==> src/rtl/usb_tx_pkg.sv <==
// Shared types and widths for the USB transmit CRC sequencer.
package usb_tx_pkg;
  localparam int CRC_W  = 16;
  localparam int BYTE_W = 8;

  typedef enum logic [2:0] {
    IDLE, CLEAR, LOAD, DATA, CRC_WAIT, CRC, DONE
  } state_t;
endpackage

==> src/rtl/usb_tx_bit_shifter.sv <==
// Loadable shift register, zero fill; i_dir_left selects MSB-first (left) or LSB-first (right).
module usb_tx_bit_shifter #(
  parameter int W = 8
) (
  input  logic         clk,
  input  logic         n_rst,
  input  logic         i_load,
  input  logic [W-1:0] i_load_val,
  input  logic         i_shift,
  input  logic         i_dir_left,
  output logic [W-1:0] o_q
);
  logic [W-1:0] r_q;

  always_ff @(posedge clk or negedge n_rst) begin
    if (!n_rst)
      r_q <= '0;
    else if (i_load)
      r_q <= i_load_val;
    else if (i_shift)
      r_q <= i_dir_left ? {r_q[W-2:0], 1'b0} : {1'b0, r_q[W-1:1]};
  end

  assign o_q = r_q;
endmodule

==> src/rtl/usb_tx_crc_seq.sv <==
// USB TX payload/CRC-16 bit sequencer: serialises bytes LSB first, then the CRC MSB first.
// Define USB_CRC_INVERT_EN to transmit the complemented CRC.
module usb_tx_crc_seq
  import usb_tx_pkg::*;
(
  input  logic              clk,
  input  logic              n_rst,
  input  logic              clk12,
  input  logic              pkt_start,
  input  logic              zlp,
  input  logic [BYTE_W-1:0] byte_data,
  input  logic              byte_valid,
  input  logic              last_byte,
  output logic              byte_ready,
  output logic              crc_en,
  output logic              reset_crc,
  output logic              crc_bit,
  input  logic [CRC_W-1:0]  crc_value,
  output logic              tx_bit,
  output logic              tx_bit_valid,
  output logic              busy,
  output logic              pkt_done,
  output logic              underrun
);
  state_t            r_state;
  logic              r_zlp;
  logic              r_last;
  logic [2:0]        r_bit_cnt;
  logic [3:0]        r_crc_cnt;

  logic [BYTE_W-1:0] w_data_q;
  logic [CRC_W-1:0]  w_crc_q;
  logic [CRC_W-1:0]  w_crc_load;
  logic              w_in_data, w_in_crc, w_data_strb, w_byte_end;
  logic              w_take, w_reload, w_underrun;

  assign w_in_data   = (r_state == DATA);
  assign w_in_crc    = (r_state == CRC);
  assign w_data_strb = w_in_data & clk12;
  assign w_byte_end  = w_data_strb & (r_bit_cnt == 3'd7);
  assign w_take      = (r_state == LOAD) & byte_valid;
  // Next byte is loaded on the last strobe of the current one so bits stay back to back.
  assign w_reload    = w_byte_end & ~r_last & byte_valid;
  assign w_underrun  = w_byte_end & ~r_last & ~byte_valid;

`ifdef USB_CRC_INVERT_EN
  assign w_crc_load = ~crc_value;
`else
  assign w_crc_load = crc_value;
`endif

  usb_tx_bit_shifter #(.W(BYTE_W)) u_data_sr (
    .clk(clk), .n_rst(n_rst),
    .i_load(w_take | w_reload), .i_load_val(byte_data),
    .i_shift(w_data_strb), .i_dir_left(1'b0), .o_q(w_data_q)
  );

  usb_tx_bit_shifter #(.W(CRC_W)) u_crc_sr (
    .clk(clk), .n_rst(n_rst),
    .i_load(r_state == CRC_WAIT), .i_load_val(w_crc_load),
    .i_shift(w_in_crc & clk12), .i_dir_left(1'b1), .o_q(w_crc_q)
  );

  always_ff @(posedge clk or negedge n_rst) begin
    if (!n_rst) begin
      r_state   <= IDLE;
      r_zlp     <= 1'b0;
      r_last    <= 1'b0;
      r_bit_cnt <= '0;
      r_crc_cnt <= '0;
    end else begin
      case (r_state)
        IDLE: if (pkt_start) begin
          r_zlp   <= zlp;
          r_state <= CLEAR;
        end
        CLEAR: r_state <= r_zlp ? CRC_WAIT : LOAD;
        LOAD: if (byte_valid) begin
          r_last    <= last_byte;
          r_bit_cnt <= '0;
          r_state   <= DATA;
        end
        DATA: if (clk12) begin
          r_bit_cnt <= r_bit_cnt + 3'd1;
          if (r_bit_cnt == 3'd7) begin
            if (r_last)          r_state <= CRC_WAIT;
            else if (byte_valid) r_last  <= last_byte;
            else                 r_state <= IDLE;
          end
        end
        CRC_WAIT: begin
          r_crc_cnt <= '0;
          r_state   <= CRC;
        end
        CRC: if (clk12) begin
          r_crc_cnt <= r_crc_cnt + 4'd1;
          if (r_crc_cnt == 4'd15) r_state <= DONE;
        end
        DONE:    r_state <= IDLE;
        default: r_state <= IDLE;
      endcase
    end
  end

  assign busy         = (r_state != IDLE);
  assign byte_ready   = (r_state == LOAD) | w_reload;
  assign tx_bit_valid = (w_in_data | w_in_crc) & clk12;
  assign crc_en       = w_data_strb;
  assign tx_bit       = w_in_data ? w_data_q[0] : (w_in_crc ? w_crc_q[CRC_W-1] : 1'b0);
  assign crc_bit      = w_in_data & w_data_q[0];
  assign reset_crc    = (r_state == CLEAR) | w_underrun;
  assign pkt_done     = (r_state == DONE);
  assign underrun     = w_underrun;
endmodule

==> config.mk <==
export PLATFORM = sky130hd
export DESIGN_NAME = usb_tx_crc_seq
export DESIGN_NICKNAME = d
export VERILOG_FILES = /design/src/rtl/usb_tx_pkg.sv /design/src/rtl/usb_tx_bit_shifter.sv /design/src/rtl/usb_tx_crc_seq.sv
export SDC_FILE = /design/constraint.sdc
export NUM_CORES = 1
export LEC_CHECK = 0
export ABC_AREA = 1
export CORE_MARGIN = 4
export CORE_UTILIZATION = 53
export CTS_CLUSTER_SIZE = 20
export DETAILED_ROUTE_END_ITERATION = 10
export GPL_TIMING_DRIVEN = 0
export PLACE_DENSITY = 0.82
export REMOVE_ABC_BUFFERS = 1
export SYNTH_ARGS = -nofsm -noshare
export SYNTH_HDL_FRONTEND = slang
export SYNTH_SLANG_ARGS = --single-unit
export TNS_END_PERCENT = 5
==> constraint.sdc <==
create_clock -name clk -period 3.7 [get_ports clk]
set_clock_uncertainty 0.05 [all_clocks]
set_input_delay 0.74 -clock clk [delete_from_list [all_inputs] [get_ports clk]]
set_output_delay 0.74 -clock clk [all_outputs]
set_load 0.01 [all_outputs]
# Yosys cells after proc, flatten, opt, wreduce, memory -nomap -nowiden
# Index checks and enable logic that the tools add are counted.
[totals] register_bits=36 out_inout_bits=9
[op_classes] n_addsub=2 eq_ne=15 n_mux=27 bitwise=15 n_reduce_logical=11
[op_table] op="3-bit two-way mux" n=11
[op_table] op="16-bit two-way mux" n=2
[op_table] op="3-bit one-hot mux with 6 select lines" n=1
[op_table] op="8-bit two-way mux" n=2
[op_table] op="3-bit equality test, second input constant" n=4
[op_table] op="1-bit AND" n=9
[op_table] op="2-bit != test, second input constant" n=4
[op_table] op="4-bit one-hot mux with 2 select lines" n=1
[op_table] op="2-bit nonzero test" n=4
[op_table] op="1-bit two-way mux" n=7
[op_table] op="7-bit AND reduction" n=1
[op_table] op="3-bit by 2-bit equality test with 1-bit output, second input constant" n=2
[op_table] op="3-bit one-hot mux with 2 select lines" n=1
[op_table] op="4-bit by 1-bit adder with 4-bit output, second input constant" n=1
[op_table] op="4-bit equality test, second input constant" n=1
[op_table] op="4-bit two-way mux" n=1
[op_table] op="2-bit by 1-bit != test with 1-bit output, second input constant" n=2
[op_table] op="1-bit bitwise OR" n=4
[op_table] op="2-bit AND reduction" n=2
[op_table] op="4-bit AND reduction" n=1
[op_table] op="3-bit by 1-bit adder with 3-bit output, second input constant" n=1
[op_table] op="3-bit by 1-bit equality test with 1-bit output, second input constant" n=1
[op_table] op="3-bit zero test" n=1
[op_table] op="3-bit != test, second input constant" n=1
[op_table] op="other kinds (4)" n=5

# Longest topological paths before layout
[logic_depth] ltp_word=7 mapped_depth=10

# Cells and area by module
# Synthesis repeated with hierarchy kept, for this count alone.
[hier_totals] cells_unflattened=347 area_unflattened_um2=2299.7
[by_module_without_submodules] mod="usb_tx_bit_shifter (u_crc_sr)" n_inst=1 cells_per_inst=152 area_each_um2=969.7 seq_area_each_um2=400.4
[by_module_without_submodules] mod="usb_tx_crc_seq" n_inst=1 cells_per_inst=122 area_each_um2=842.1 seq_area_each_um2=300.3
[by_module_without_submodules] mod="usb_tx_bit_shifter (u_data_sr)" n_inst=1 cells_per_inst=73 area_each_um2=488.0 seq_area_each_um2=200.2

# Worst setup path before layout
# No wires, ideal clock.
[synth_timing] path_kind="input to output" from="input port byte_valid" to="output port byte_ready" arrival_ps=1345 path_slack_ps=1565 path_stages=3 path_buffers=1 cell_sequence="clkbuf_1 -> nand4_2 -> nand2_1"
[synth_between] elab_chain_cells=2
[synth_rtl] element="from (decl)" line="usb_tx_crc_seq.sv:12" source="input logic byte_valid,"
[synth_rtl] element="1-bit AND" line="usb_tx_crc_seq.sv:43" source="assign w_reload = w_byte_end & ~r_last & byte_valid;"
[synth_rtl] element="1-bit bitwise OR" line="usb_tx_crc_seq.sv:106" source="assign byte_ready = (r_state == LOAD) | w_reload;"
[synth_rtl] element="to (decl)" line="usb_tx_crc_seq.sv:14" source="output logic byte_ready,"
# No other way between the ends.

# Final worst setup path
[layout_timing] from="input port clk12" to="output port crc_en"
[layout_between] elab_chain_cells=1
[layout_rtl] element="from (decl)" line="usb_tx_crc_seq.sv:8" source="input logic clk12,"
[layout_rtl] element="1-bit AND" line="usb_tx_crc_seq.sv:39" source="assign w_data_strb = w_in_data & clk12;"
[layout_rtl] element="to (decl)" line="usb_tx_crc_seq.sv:15" source="output logic crc_en,"
# No other way between the ends.

==> flow_metrics.env <==
export IMPL_outcome="complete, no violations"
export IMPL_worstHoldPathType="reg -> reg"
export IMPL_vias=1759
export IMPL_cp_required_ps=2910
export IMPL_slowest_stage="clkdlybuf4s50_1"
export IMPL_grt_overflow=0
export IMPL_drt_wl_total_um=4070
export IMPL_post_drt_wl_per_cell_um=11.4
export IMPL_criticalPathCategory="in -> out"
export IMPL_yosysWarnings=0
export IMPL_crit_fanout=21
export IMPL_crit_family="buffers and inverters"
export IMPL_via_per_inst=4.91
export IMPL_worst_slack_ps=382
export IMPL_synth_seq_cells=36
export IMPL_period_needed_ps=3320
export IMPL_port_buffers=39
export IMPL_p_sw_uw=654
export IMPL_final_cell_area_um2=2510
export IMPL_switching_share_pct=38.6
export IMPL_critPathArrivalTime_ps=2530
export IMPL_internal_power_mw=1.04
export IMPL_synth_area_leader_cell="dfrtp_1"
export IMPL_cts_root_buf="clkbuf_8"
export IMPL_yosys_cell_types_count=26
export IMPL_whs_path_depth=2
export IMPL_clkLatencyLatePin_ps=290
export IMPL_grt_antenna_before_repair=0
export IMPL_ys_top_cells_by_area="dfrtp_1 44%, nand2_1 14%, nand3_1 8.4%"
export IMPL_htreeDepth=2
export IMPL_core_area_um2=3690
export IMPL_rsz0062_at_grt="false"
export IMPL_place_hpwl_um=2810
export IMPL_cp_num_cells=4
export IMPL_dominantRegCellSynth="dfrtp_1"
export IMPL_setup_worst_path_start_class="input port"
export IMPL_comb_power_share_pct=41.0
export IMPL_postCtsSetupBuffers=0
export IMPL_io_pins=40
export IMPL_tns_ps=0
export IMPL_maxCapViolations=0
export IMPL_die_w_um=69.9
export IMPL_path_cells="clkdlybuf4s50_1 -> nand2_1 -> inv_1 -> clkdlybuf4s50_1"
export IMPL_leakage_nw=1.26
export IMPL_worst_setup_path_end_kind="primary output"
export IMPL_placed_cell_area_um2=2400
export IMPL_synth_top_area_share_pct=44.3
export IMPL_diodes=0
export IMPL_num_rows=22
export IMPL_drive_above_1_share_pct=9.03
export IMPL_track_usage_pct=18.0
export IMPL_cts_hold_buf=0
export IMPL_dr_first_iter_drc_count=94
export IMPL_clk_pin_slew_ps=70
export IMPL_fill_cells=310
export IMPL_critPathMaxStageDelay_ps=560
export IMPL_avgSynthCellArea_um2=7.39
export IMPL_grt_max_degree=37
export IMPL_syn_inst=275
export IMPL_hold_ws_ps=435
export IMPL_post_place_ws_ps=363
export IMPL_initial_utilization_pct=55.1
export IMPL_seqPwrFrac_pct=39.3
export IMPL_synth_area_um2=2030
export IMPL_syn_to_final_growth_pct=23.5
export IMPL_fin_crit_sh_pct=89.7
export IMPL_synth_edff_count=0
export IMPL_worst_pin_slew_ps=814
export IMPL_cts_repair_resized=0
export IMPL_place_congestion=0.845
export IMPL_synth_seq_area_share_pct=44.3
export IMPL_crit_buf_inv=3
export IMPL_cts_buffers=5
export IMPL_worst_r2r_cell_count=5
export IMPL_die_h_um=69.9
export IMPL_maxSlewHeadroom_pct=45.8
export IMPL_pwr_share_clk_pct=19.7
export IMPL_critPathMostFrequentCell="clkdlybuf4s50_1"
export IMPL_p_per_area_nw_per_um2=675
export IMPL_first_pass_iters=5
export IMPL_finalSetupViolations=0
export IMPL_final_nets=343
export IMPL_cts_buffer_depth=2
export IMPL_peakVddDrop_v=0.000348
export IMPL_synthArstFlopShare_pct=100
export IMPL_cts_sinks=36
export IMPL_cts_tree="done"
export IMPL_antenna_left=0
export IMPL_drv_slew=0
export IMPL_grt_pass1_wl_um=7160
export IMPL_total_power_mw=1.69
export IMPL_post_route_drc_count=0
export IMPL_fmax_ghz=0.301
export IMPL_dieArea_um2=4890
export IMPL_hold_violations=0
export IMPL_grt_pass1_vias=1642
registers in the layout, indices dropped and copies added (netlist names):
name	count
r_bit_cnt	3
r_state	3
r_crc_cnt	4
r_zlp	1
u_data_sr.o_q	8
r_last	1
u_crc_sr.o_q	16
cells by family after synthesis:
group | Yosys count | share of synthesized area [%]
compound gates | 42 | 11.5
fa+ha+maj | 3 | 1.85
buf+inv | 47 | 10.3
flops | 36 | 44.3
simple gates | 147 | 32.0
cells in the final DEF, fill, tap and decap left out, drive strengths merged:
master	count
nand3	34
nand2	83
inv	35
o22ai	1
o21ai	36
clkbuf	6
buf	1
clkinv	1
nand4	1
nor2	26
or2	1
ha	3
a21boi	1
clkdlybuf4s50	38
nor3	2
dfrtp	36
a21oi	4
bufinv	1
cell type report:
type	instances	area, um^2	share of cell area, %
Clock inverter	2	35.0	1.40
Multi-Input combinational cell	192	921	36.7
Clock buffer	6	72.6	2.89
Timing Repair Buffer	39	385	15.4
Tap cell	48	60.1	2.39
Sequential cell	36	901	35.9
Inverter	35	134	5.34
synthesized netlist by cell type (2+ instances only):
library cell and number:
nand2_1 77, dfrtp_1 36, nand3_1 34, inv_1 32, o21ai_0 25, nor2_1 23, o21ai_1 6, nand2_2 5
o21ai_2 5, a21oi_1 4, buf_2 4, clkbuf_1 4, buf_6 3, ha_1 3, inv_2 2, nor2_4 2
metrics by stage:
stage          util, %  instances
5_1_grt           68.0        358
6_report          68.0        358
4_1_cts           68.0        358
2_1_floorplan        -        263
3_5_place_dp      65.1        350
3_3_place_gp      65.2        350
layer usage:
layer | routed length (um) | track usage, % | vias to the layer above
li1 | - | - | 933
met1 | 1930 | 24.0 | 780
met2 | 1910 | 28.0 | 41
met3 | 182 | 5.18 | 5
met4 | 51 | 6.38 | 0
met5 | 0 | 0 | -
tightest hold or removal path, stage by stage (launching register included):
cell     delay (ps)
dfrtp_1         340
nand2_1          60
o21ai_2          50
final timing paths:
check	startpoint	to	slack, ps
worst max-delay path	clk12	crc_en	380
worst min-delay path	u_crc_sr.o_q[3]	u_crc_sr.o_q[3]	430
worst max register to register	r_state[2]	u_crc_sr.o_q[9]	1800
worst min register to register	u_crc_sr.o_q[3]	u_crc_sr.o_q[3]	430
max in group asynchronous	n_rst	r_state[2]	2590
min in group asynchronous	n_rst	u_crc_sr.o_q[11]	490
power by group through the flow:
stage	logic [mW]	clock network (mW)	registers [mW]
2_1_floorplan	0.500	0	0.646
3_3_place_gp	0.677	0	0.663
3_5_place_dp	0.696	0	0.670
4_1_cts	0.701	0.346	0.664
5_1_grt	0.810	0.358	0.686
6_report	0.694	0.334	0.665
Power figures use the tool's default switching activity.
